[src/rtl/pc_pkg.sv]
// Shared constants for the fetch-stage PC / branch predictor: address width,
// branch condition codes and flag bit positions within {Z,V,N}.
package pc_pkg;

    localparam int unsigned ADDR_W_DEF = 16;

    localparam logic [2:0] CC_NE  = 3'b000;
    localparam logic [2:0] CC_EQ  = 3'b001;
    localparam logic [2:0] CC_GT  = 3'b010;
    localparam logic [2:0] CC_LT  = 3'b011;
    localparam logic [2:0] CC_GE  = 3'b100;
    localparam logic [2:0] CC_LE  = 3'b101;
    localparam logic [2:0] CC_OV  = 3'b110;
    localparam logic [2:0] CC_UNC = 3'b111;

    localparam int unsigned FLAG_Z = 2;
    localparam int unsigned FLAG_V = 1;
    localparam int unsigned FLAG_N = 0;

endpackage

[src/rtl/branch_cond_eval.sv]
// Combinational branch condition evaluation: 3-bit condition code against
// the {Z,V,N} flag register.
module branch_cond_eval
    import pc_pkg::*;
(
    input  logic [2:0] ccc,
    input  logic [2:0] flags,
    output logic       taken
);

    logic z;
    logic v;
    logic n;

    assign z = flags[FLAG_Z];
    assign v = flags[FLAG_V];
    assign n = flags[FLAG_N];

    always_comb begin
        taken = 1'b0;
        case (ccc)
            CC_NE:   taken = ~z;
            CC_EQ:   taken = z;
            CC_GT:   taken = ~z & ~n;
            CC_LT:   taken = n;
            CC_GE:   taken = z | ~n;
            CC_LE:   taken = z | n;
            CC_OV:   taken = v;
            CC_UNC:  taken = 1'b1;
            default: taken = 1'b0;
        endcase
    end

endmodule

[src/rtl/branch_predict_pc.sv]
// Fetch-stage PC with a direct-mapped BTB and per-entry saturating counters;
// resolves B/BR in EX and redirects/flushes on a mispredicted next PC.
module branch_predict_pc
    import pc_pkg::*;
#(
    parameter int unsigned ADDR_W      = ADDR_W_DEF,
    parameter int unsigned OFF_W       = 9,
    parameter int unsigned BTB_ENTRIES = 8,
    parameter int unsigned CTR_W       = 2
) (
    input  logic              clk,
    input  logic              rst,
    input  logic              stall,
    output logic [ADDR_W-1:0] pc,
    output logic              pred_taken,
    output logic [ADDR_W-1:0] pred_target,
    input  logic              ex_valid,
    input  logic              ex_branch,
    input  logic              ex_br,
    input  logic [2:0]        ex_ccc,
    input  logic [2:0]        ex_flags,
    input  logic [OFF_W-1:0]  ex_imm,
    input  logic [ADDR_W-1:0] ex_rs,
    input  logic [ADDR_W-1:0] ex_pc,
    input  logic              ex_pred_taken,
    input  logic [ADDR_W-1:0] ex_pred_target,
    output logic              flush
);

    localparam int unsigned IDX_W = $clog2(BTB_ENTRIES);
    localparam int unsigned TAG_W = ADDR_W - IDX_W - 1;
    localparam logic [CTR_W-1:0] CTR_WEAK_NT = {1'b0, {(CTR_W-1){1'b1}}};
    localparam logic [CTR_W-1:0] CTR_WEAK_T  = {1'b1, {(CTR_W-1){1'b0}}};

    logic              btb_valid  [BTB_ENTRIES];
    logic [TAG_W-1:0]  btb_tag    [BTB_ENTRIES];
    logic [ADDR_W-1:0] btb_target [BTB_ENTRIES];
    logic [CTR_W-1:0]  ctr        [BTB_ENTRIES];

    logic [IDX_W-1:0]  f_idx;
    logic [TAG_W-1:0]  f_tag;
    logic              f_hit;
    logic [ADDR_W-1:0] pc_inc;

    logic [IDX_W-1:0]  e_idx;
    logic [TAG_W-1:0]  e_tag;
    logic              e_hit;
    logic              resolve;
    logic              taken;
    logic [ADDR_W-1:0] off_ext;
    logic [ADDR_W-1:0] ex_pc_inc;
    logic [ADDR_W-1:0] br_target;
    logic [ADDR_W-1:0] actual_next;
    logic              mispredict;
    logic [CTR_W-1:0]  e_ctr;

    // The carried prediction bit is redundant: the target alone decides mispredict.
    logic unused_pred_taken;
    assign unused_pred_taken = ex_pred_taken;

    assign f_idx       = pc[IDX_W:1];
    assign f_tag       = pc[ADDR_W-1:IDX_W+1];
    assign pc_inc      = pc + ADDR_W'(2);
    assign f_hit       = btb_valid[f_idx] && (btb_tag[f_idx] == f_tag);
    assign pred_taken  = f_hit & ctr[f_idx][CTR_W-1];
    assign pred_target = pred_taken ? btb_target[f_idx] : pc_inc;

    branch_cond_eval u_cond (
        .ccc   (ex_ccc),
        .flags (ex_flags),
        .taken (taken)
    );

    assign e_idx       = ex_pc[IDX_W:1];
    assign e_tag       = ex_pc[ADDR_W-1:IDX_W+1];
    assign e_hit       = btb_valid[e_idx] && (btb_tag[e_idx] == e_tag);
    assign e_ctr       = ctr[e_idx];
    assign resolve     = ex_valid & ex_branch;
    assign off_ext     = {{(ADDR_W-OFF_W){ex_imm[OFF_W-1]}}, ex_imm};
    assign ex_pc_inc   = ex_pc + ADDR_W'(2);
    assign br_target   = ex_br ? ex_rs : ex_pc_inc + {off_ext[ADDR_W-2:0], 1'b0};
    assign actual_next = taken ? br_target : ex_pc_inc;
    assign mispredict  = resolve && (actual_next != ex_pred_target);
    assign flush       = mispredict;

    always_ff @(posedge clk) begin
        if (rst) begin
            pc <= '0;
        end else if (mispredict) begin
            pc <= actual_next;
        end else if (!stall) begin
            pc <= pred_target;
        end
    end

    always_ff @(posedge clk) begin
        if (rst) begin
            for (int unsigned i = 0; i < BTB_ENTRIES; i++) begin
                btb_valid[i] <= 1'b0;
                ctr[i]       <= CTR_WEAK_NT;
            end
        end else if (resolve) begin
            if (taken) begin
                btb_valid[e_idx] <= 1'b1;
                if (!e_hit) begin
                    ctr[e_idx] <= CTR_WEAK_T;
                end else if (e_ctr != '1) begin
                    ctr[e_idx] <= e_ctr + CTR_W'(1);
                end
            end else if (e_ctr != '0) begin
                ctr[e_idx] <= e_ctr - CTR_W'(1);
            end
        end
    end

    // Tag/target need no reset: they are only observed through a valid bit.
    always_ff @(posedge clk) begin
        if (!rst && resolve && taken) begin
            btb_tag[e_idx]    <= e_tag;
            btb_target[e_idx] <= br_target;
        end
    end

endmodule

[config.mk]
export PLATFORM = sky130hd
export DESIGN_NAME = branch_predict_pc
export DESIGN_NICKNAME = d
export VERILOG_FILES = /design/src/rtl/pc_pkg.sv /design/src/rtl/branch_cond_eval.sv /design/src/rtl/branch_predict_pc.sv
export SDC_FILE = /design/constraint.sdc
export NUM_CORES = 1
export LEC_CHECK = 0
export CAP_MARGIN = 30
export CORE_MARGIN = 4
export CORE_UTILIZATION = 50
export DETAILED_ROUTE_END_ITERATION = 8
export GPL_TIMING_DRIVEN = 0
export HOLD_SLACK_MARGIN = 0.12
export PLACE_DENSITY_LB_ADDON = 0.2
export SKIP_CTS_REPAIR_TIMING = 1
export SLEW_MARGIN = 30
export SYNTH_ARGS = -nofsm -noshare
export SYNTH_HDL_FRONTEND = slang
export SYNTH_SLANG_ARGS = --single-unit
[constraint.sdc]
create_clock -name clk -period 13.3 [get_ports clk]
set_input_delay 1.995 -clock clk [delete_from_list [all_inputs] [get_ports clk]]
set_output_delay 1.995 -clock clk [all_outputs]
set_load 0.01 [all_outputs]
# Word-level counts from Yosys, hierarchy flattened
# Memories as Yosys holds them, arrays and structs flattened. A register that Yosys moved wholly into a read port is not among the register bits.
# Cells that the tools add are included.
[totals]
register_bits = 16
latch_bits = 0
mem_bits_rw = 248
rom_bits = 0
elab_cells = 87
memories = 4
[classes]
add_sub_neg = 5
multipliers = 0
n_div = 0
order_cmp = 0
n_eq_ne = 12
n_shift = 0
muxes = 46
n_bitwise = 9
reduce_logical = 10
[memory_table]
columns = ["memory", "words", "word_bits", "rd", "rd_clocked_by_memory_dff", "wr", "line_no", "rtl"]
rows = [
  ["btb_target", 8, 16, 1, 1, 1, "branch_predict_pc.sv:37", "logic [ADDR_W-1:0] btb_target [BTB_ENTRIES];"],
  ["btb_tag", 8, 12, 2, 1, 1, "branch_predict_pc.sv:36", "logic [TAG_W-1:0] btb_tag [BTB_ENTRIES];"],
  ["ctr", 8, 2, 2, 1, 8, "branch_predict_pc.sv:38", "logic [CTR_W-1:0] ctr [BTB_ENTRIES];"],
  ["btb_valid", 8, 1, 2, 1, 8, "branch_predict_pc.sv:35", "logic btb_valid [BTB_ENTRIES];"],
]
[ops]
columns = ["op", "n"]
rows = [
  ["$mux W16", 5],
  ["$add A16 B2 Y16 const B", 2],
  ["$mux W3", 10],
  ["$mux W1", 27],
  ["$eq A12 B12 Y1", 2],
  ["$add A16 B16 Y16", 1],
  ["$ne A16 B16 Y1", 1],
  ["$eq A3 B3 Y1 const B", 4],
  ["$pmux W1 S8", 1],
  ["$eq A3 B2 Y1 const B", 2],
  ["$mux W2", 3],
  ["$logic_and A1 B1 Y1", 5],
  ["$or A1 B1 Y1", 4],
  ["$and A1 B1 Y1", 3],
  ["$eq A3 B1 Y1 const B", 1],
  ["$logic_not A3 Y1", 1],
  ["$add A2 B1 Y2 const B", 1],
  ["$ne A2 B1 Y1 const B", 1],
  ["$ne A2 B2 Y1 const B", 1],
  ["$not A1 Y1", 2],
  ["$reduce_bool A2 Y1", 1],
  ["$reduce_or A2 Y1", 1],
  ["$sub A2 B1 Y2 const B", 1],
  ["$logic_not A1 Y1", 1],
  ["$reduce_or A1 Y1", 1],
]

# Logic depth before layout (Yosys ltp)
# Gate-level depths: netlist of the first run.
# An unclocked memory read counts as a cell.
[depth]
depth_word = 12
ltp_mapped = 17

# By module
# Synthesis of the first run repeated with hierarchy kept, for this count alone.
[hier_totals]
cells_unflattened = 1146
area_unflattened_um2 = 14491.4
[by_module_without_submodules]
columns = ["module", "instances", "cells_per_inst", "area_per_inst_um2", "seq_area_each_um2"]
rows = [
  ["branch_predict_pc", 1, 1135, 14415.1, 7747.4],
  ["branch_cond_eval", 1, 11, 76.3, 0.0],
]

# Worst setup path before layout of the first run
# OpenSTA, ideal clock, no wires.
[synth_path]
path_type = "in2out"
start = "in ex_pc[4]"
end = "out flush"
arrival_ns = 5.993
required_time_ns = 11.305
path_slack_ns = 5.312
cell_stages = 15
path_buffers = 2
path_cell_list = "buf_2 > nand4_1 > nor3_1 > nand3_1 > xnor2_1 > ha_1 > and3_1 > a32o_1 > or4_1 > nand3_1 > mux2_2 > nor3b_1 > nor4_4 > a21oi_2 > buf_6"
[synth_between]
elab_chain_len = 6
[synth_lines]
columns = ["element", "line_no", "rtl"]
rows = [
  ["from (decl)", "branch_predict_pc.sv:24", "input logic [ADDR_W-1:0] ex_pc,"],
  ["$add A16 B2 Y16 (*)", "branch_predict_pc.sv:80", "assign ex_pc_inc = ex_pc + ADDR_W'(2);"],
  ["$add A16 B16 Y16", "branch_predict_pc.sv:81", "assign br_target = ex_br ? ex_rs : ex_pc_inc + {off_ext[ADDR_W-2:0], 1'b0};"],
  ["$mux W16", "branch_predict_pc.sv:81", ""],
  ["$mux W16 (*)", "branch_predict_pc.sv:82", "assign actual_next = taken ? br_target : ex_pc_inc;"],
  ["$ne A16 B16 Y1 (*)", "branch_predict_pc.sv:83", "assign mispredict = resolve && (actual_next != ex_pred_target);"],
  ["$logic_and A1 B1 Y1 (*)", "branch_predict_pc.sv:83", ""],
  ["to (decl)", "branch_predict_pc.sv:27", "output logic flush"],
]
# Every way passes the cells marked *; elsewhere a longest branch is shown, timed or not.

# Worst setup path after layout of the first run
[layout_path]
start = "in ex_pc[1]"
end = "out flush"
# Same word-level chain as after synthesis.

==> impl_metrics.env, run 1 <==
export IMPL_status="completed"
export IMPL_drt_total_wl_mm=41.8
export IMPL_syn_inst=1071
export IMPL_htreeDepth=1
export IMPL_grt_pass1_wl_mm=62.2
export IMPL_required_ns=11.31
export IMPL_syn_area_per_cell_um2=13.2
export IMPL_netlist_area_um2=14200
export IMPL_final_setup_skew_ns=0.0176
export IMPL_rows=61
export IMPL_start_util=0.509
export IMPL_grt_max_degree=17
export IMPL_gp_congestion=0.951
export IMPL_antenna_found_initial=2
export IMPL_dieArea_um2=31100
export IMPL_drc=0
export IMPL_cts_tree="built"
export IMPL_slew_headroom=0.332
export IMPL_fin_total_pwr_mw=2.19
export IMPL_path_buf_inv=5
export IMPL_fin_crit_ns=10.16
export IMPL_yosysUniqueCellTypes=75
export IMPL_crit_path_start_kind="input pin"
export IMPL_fin_crit_sh=0.764
export IMPL_synthMostInstantiatedCell="edfxtp_1"
export IMPL_synth_top_area_share=0.509
export IMPL_cp_slowest_stage_delay_ns=0.66
export IMPL_area_growth_pct=20.7
export IMPL_synthTopCellsByArea="edfxtp_1 51%, mux4_2 12%, dfxtp_1 3.8%, mux2i_1 3.4%, xnor2_1 3.0%"
export IMPL_cts_root_buf="clkbuf_16"
export IMPL_yosysSeqAreaShare=0.547
export IMPL_rsz0062_at_grt="false"
export IMPL_wl_per_cell_um=25.8
export IMPL_power_density_nw_per_um2=128
export IMPL_ios=104
export IMPL_p_leak_nw=5.70
export IMPL_synth_edf_count=240
export IMPL_min_path_type="reg2reg"
export IMPL_clock_fmax_ghz=0.0984
export IMPL_port_buffers=100
export IMPL_placed_cells=1572
export IMPL_cpMostUsedCell="clkdlybuf4s50_1"
export IMPL_yosys_register_bits=267
export IMPL_yosys_area_top_type="edfxtp_1"
export IMPL_drv_cap=0
export IMPL_die_h_um=176
export IMPL_crit_fanout=10
export IMPL_cpMaxStageDelayCell="clkdlybuf4s50_1"
export IMPL_cp_top_family="buffers and inverters"
export IMPL_maxSlewViolCount=0
export IMPL_fin_cells=1623
export IMPL_die_w_um=176
export IMPL_criticalPathCategory="in2out"
export IMPL_layout_drive_gt1_share=0.150
export IMPL_tightest_slew_ns=1.00
export IMPL_n_antenna_cell=0
export IMPL_viasPerCell=6.33
export IMPL_ir_drop_mv=0.0954
export IMPL_synthTopCellsByCount="240 x edfxtp_1, 73 x mux4_2, 65 x nor2_1, 63 x nand2_1"
export IMPL_clk_pin_slew_worst_paths_ns=0.06
export IMPL_coreArea_um2=27900
export IMPL_critPathCaptureType="output pin"
export IMPL_drt_first_pass_iters=6
export IMPL_cts_sinks=267
export IMPL_async_flop_share=0
export IMPL_overflow=0
export IMPL_max_clock_path_buffers=3
export IMPL_grt_usage=0.267
export IMPL_ys_warn_count=0
export IMPL_cts_buffers=28
export IMPL_setup_tns_ns=0
export IMPL_hold_viol=0
export IMPL_path_cells="clkdlybuf4s50_1 -> inv_1 -> clkbuf_2 -> ha_1 -> fa_1 -> a211oi_1 -> o21ai_1 -> a32o_1 -> or4_1 -> nand3_1 -> mux2_2 -> nor3b_1 -> nor4_4 -> a21oi_2 -> buf_6 -> clkdlybuf4s50_1"
export IMPL_synthesis_nets=1160
export IMPL_grt_pass1_vias=9831
export IMPL_antenna_left=0
export IMPL_ys_flop_type="edfxtp_1"
export IMPL_clk_latency_ns=0.56
export IMPL_place_ws_ns=3.04
export IMPL_hpwl_mm=31.5
export IMPL_nets=1313
export IMPL_drt_iter0_drc=1409
export IMPL_setup_slack_ns=3.14
export IMPL_finalSetupViolCount=0
export IMPL_via_count=10300
export IMPL_worstPathArrival_ns=8.16
==> flip-flops by register name, indices dropped and copies added (netlist names), named ones only <==
register and flops:
btb_tag 96, btb_target 128, btb_valid 8, ctr 16
pc 16
==> per-stage QoR <==
stage                     area, um2  hold slack (ns)  utilization
after floorplan               14200            0.435            -
after global placement        15600            0.464        0.561
after detailed placement      16100            0.465        0.576
after CTS                     17100            0.482        0.614
after global routing          17100            0.501        0.614
final                         17100            0.483        0.614
==> where the power goes <==
| part | internal, mW | switching [mW] |
|---|---|---|
| logic | 0.157 | 0.211 |
| clock network | 0.540 | 0.331 |
| registers | 0.940 | 0.0122 |
| total | 1.64 | 0.554 |
==> kinds of logic (layout without fill, tap and decap cells) <==
logic type / after synthesis / in the layout / share of synthesized area
adder cells (fa/ha/maj): 19 / 19 / 0.0173
AND/OR/NAND/NOR: 286 / 286 / 0.104
AO/OA/AOI/OAI: 184 / 184 / 0.0881
buffers and inverters: 95 / 269 / 0.0266
multiplexers: 145 / 145 / 0.169
XOR/XNOR: 75 / 75 / 0.0473
flip-flops: 267 / 267 / 0.547
==> final timing paths <==
| kind | slack [ns] | cells after the start | from | end |
|---|---|---|---|---|
| worst max register to register | 8.01 | 12 | register | pc[13]$_SDFFE_PP0P_ |
| worst min-delay path | 0.48 | 1 | btb_valid[0]$_DFF_P_ | btb_valid[0]$_DFF_P_ |
| worst max-delay path | 3.14 | 16 | ex_pc[1] | flush |
| worst min register to register | 0.48 | 1 | btb_valid[0]$_DFF_P_ | btb_valid[0]$_DFF_P_ |
==> layout by cell type, fill, tap and decap left out, types with 14 or more instances in the layout <==
cell type        instances
a21oi_1                 47
nor2b_1                 20
nor2_1                  60
inv_1                   25
edfxtp_1               240
ha_1                    18
nor3_1                  16
a211oi_1                21
nand3_1                 28
xor2_1                  26
nand2_1                 63
clkbuf_1                42
mux4_2                  73
clkbuf_16               28
clkdlybuf4s50_1        100
mux2i_1                 48
and3_1                  15
xnor2_1                 48
and2_1                  14
dfxtp_1                 27
==> routing by layer <==
layer | vias to the layer above | track usage | routed length, um
li1 | 4500 | - | -
met1 | 5133 | 0.398 | 17500
met2 | 563 | 0.403 | 18800
met3 | 82 | 0.0512 | 4200
met4 | 2 | 0.0809 | 1290
met5 | - | 0 | 7
==> final cells by class <==
cell class / instances / area [um2]
sequential: 267 / 7750
inverter: 26 / 97.6
tap: 378 / 473
timing repair buffer: 123 / 1350
clock buffer: 28 / 701
multi-input combinational: 709 / 6110
fill: 2127 / 10800
buffer: 69 / 285
clock inverter: 23 / 334
(Power assumes the default switching activity.)
==> run 2: changes to the inputs <==
==> constraint.sdc (replaced) <==
create_clock -name clk -period 9.3 [get_ports clk]
set_input_delay 1.395 -clock clk [delete_from_list [all_inputs] [get_ports clk]]
set_output_delay 1.395 -clock clk [all_outputs]
set_load 0.01 [all_outputs]
==> results of run 2 <==
The final DEF is identical to that of run 1. Status: completed.
Main changes from that run: setup slack after placement 3.04 ns -> 0.240 ns; setup slack after layout 3.14 ns -> 0.342 ns; register-to-register setup slack 8.01 ns -> 4.01 ns; total power 2.19 mW -> 3.13 mW; worst IR drop on VDD 0.0954 mV -> 0.136 mV
==> run 3: changes to the inputs <==
--- a/config.mk
+++ b/config.mk
@@ -6,8 +6,7 @@
 export NUM_CORES = 1
 export LEC_CHECK = 0
 export CAP_MARGIN = 30
-export CORE_MARGIN = 4
-export CORE_UTILIZATION = 50
+export CORE_UTILIZATION = 54
 export DETAILED_ROUTE_END_ITERATION = 8
 export GPL_TIMING_DRIVEN = 0
 export HOLD_SLACK_MARGIN = 0.12
==> run 3 against run 2 <==
Combinational power down 0.8%. Sequential power about the same. Register-to-register slack better by 0.25 ns. Flip-flop and latch count unchanged. Final area down 1.4%. Clock power down 14%. Global-route usage up 3.9 points. Total power down 5.4%. Critical path depth unchanged. First-iteration DRC count down 9.4%. Routed wire length down 3.6%.
==> impl_metrics.env, run 3 (same netlist as run 1, synthesis figures left out) <==
export IMPL_status="completed"
export IMPL_gp_congestion=0.982
export IMPL_clk_latency_ns=0.55
export IMPL_drt_iter0_drc=1276
export IMPL_finalSetupViolCount=0
export IMPL_final_setup_skew_ns=0.0117
export IMPL_hpwl_mm=30.3
export IMPL_antenna_found_initial=0
export IMPL_fin_crit_ns=8.94
export IMPL_maxSlewViolCount=0
export IMPL_rsz0062_at_grt="false"
export IMPL_grt_usage=0.306
export IMPL_n_fill_cell=1901
export IMPL_worstPathArrival_ns=7.54
export IMPL_drt_first_pass_iters=6
export IMPL_p_leak_nw=5.63
export IMPL_largest_reg_flops=128
export IMPL_wl_met3_mm=4.84
export IMPL_drc=0
export IMPL_top_layer_used="met4"
export IMPL_critPathCaptureType="output pin"
export IMPL_die_w_um=164
export IMPL_hold_viol=0
export IMPL_cpMostUsedCell="clkdlybuf4s50_1"
export IMPL_clock_fmax_ghz=0.112
export IMPL_cp_slowest_stage_delay_ns=0.66
export IMPL_met1_length_mm=16.3
export IMPL_cts_buffers=28
export IMPL_ff2ff_path_depth=12
export IMPL_grt_pass1_wl_mm=60.1
export IMPL_final_common_cell="edfxtp_1"
export IMPL_multi_input_area_um2=6110
export IMPL_start_util=0.556
export IMPL_cp_depth=16
export IMPL_viasPerCell=6.54
export IMPL_cts_sinks=267
export IMPL_largestRegisters="btb_target: 128 flops, btb_tag: 96 flops"
export IMPL_overflow=0
export IMPL_slew_headroom=0.346
export IMPL_required_ns=7.91
export IMPL_cp_top_family="buffers and inverters"
export IMPL_power_density_nw_per_um2=176
export IMPL_dieArea_um2=26900
export IMPL_coreArea_um2=25500
export IMPL_layout_drive_gt1_share=0.144
export IMPL_grt_pass1_vias=9962
export IMPL_wl_per_cell_um=25.5
export IMPL_ir_drop_mv=0.173
export IMPL_die_h_um=164
export IMPL_crit_fanout=10
export IMPL_setup_tns_ns=0
export IMPL_htreeDepth=1
export IMPL_area_growth_pct=18.9
export IMPL_path_buf_inv=5
export IMPL_tightest_slew_ns=0.972
export IMPL_max_clock_path_buffers=3
export IMPL_drv_cap=0
export IMPL_rows=58
export IMPL_clk_pin_slew_worst_paths_ns=0.06
export IMPL_placed_cells=1525
export IMPL_wl_met2_mm=17.9
export IMPL_min_path_type="reg2reg"
export IMPL_path_cells="clkdlybuf4s50_1 -> inv_1 -> clkbuf_2 -> ha_1 -> fa_1 -> a211oi_1 -> o21ai_1 -> a32o_1 -> or4_1 -> nand3_1 -> mux2_2 -> nor3b_1 -> nor4_4 -> a21oi_2 -> buf_6 -> clkdlybuf4s50_1"
export IMPL_cts_root_buf="clkbuf_16"
export IMPL_drt_total_wl_mm=40.3
export IMPL_grt_max_degree=16
export IMPL_ios=104
export IMPL_top_register="btb_target"
export IMPL_cts_tree="built"
export IMPL_regArea_um2=7750
export IMPL_via_count=10300
export IMPL_antenna_left=0
export IMPL_whs_path_depth=1
export IMPL_fin_cells=1577
export IMPL_final_cell_mix="240 x edfxtp_1, 100 x clkdlybuf4s50_1, 73 x mux4_2"
export IMPL_criticalPathCategory="in2out"
export IMPL_nets=1314
export IMPL_port_buffers=100
export IMPL_fin_crit_sh=0.961
export IMPL_crit_path_start_kind="input pin"
export IMPL_cpMaxStageDelayCell="clkdlybuf4s50_1"
export IMPL_n_antenna_cell=0
run 3: cell count changes in the layout (fill, tap and decap cells not counted), sizes merged:
cell,change
buf,+1
clkinv,+3
bufinv,-6
inv,-1
clkinvlp,-2
clkbuf,+7
run 3: path summary, 6_finish.rpt:
kind / start / end / slack (ns)
setup reg to reg: register / pc[5]$_SDFFE_PP0P_ / 4.26
hold / removal: btb_valid[0]$_DFF_P_ / btb_valid[0]$_DFF_P_ / 0.49
hold reg to reg: btb_valid[0]$_DFF_P_ / btb_valid[0]$_DFF_P_ / 0.49
setup / recovery: ex_pc[1] / flush / 0.36
run 3: layout make-up:
class	count	area share
plain buffers	69	0.0168
clock buffers	35	0.0444
clock inverters	17	0.00780
inverters	26	0.00579
multi-input cells	709	0.363
flip-flops and latches	267	0.460
well taps	330	0.0245
repair buffers	124	0.0783
run 3: routing by layer:
layer  vias to the layer above  track usage
li1                       4500            -
met5                         -            0
met3                        88       0.0535
met1                      5015        0.448
met4                         0       0.0968
met2                       705        0.466
run 3: power by group:
group          internal [mW]  switching [mW]  total [mW]
combinational          0.225           0.297       0.523
clock                  0.623           0.460        1.08
sequential              1.34          0.0173        1.36
total                   2.19           0.774        2.97
run 3: per-stage QoR:
stage               power (mW)  area, um2  setup slack [ns]  utilization  hold slack [ns]
global placement          1.89      15600            -0.109        0.612            0.465
global route              3.05      16800             0.108        0.661            0.515
CTS                       2.96      16800             0.250        0.661            0.483
detailed placement        1.90      16000             0.280        0.627            0.468
floorplan                 1.70      14200              2.51            -            0.435
finish                    2.97      16800             0.363        0.661            0.487
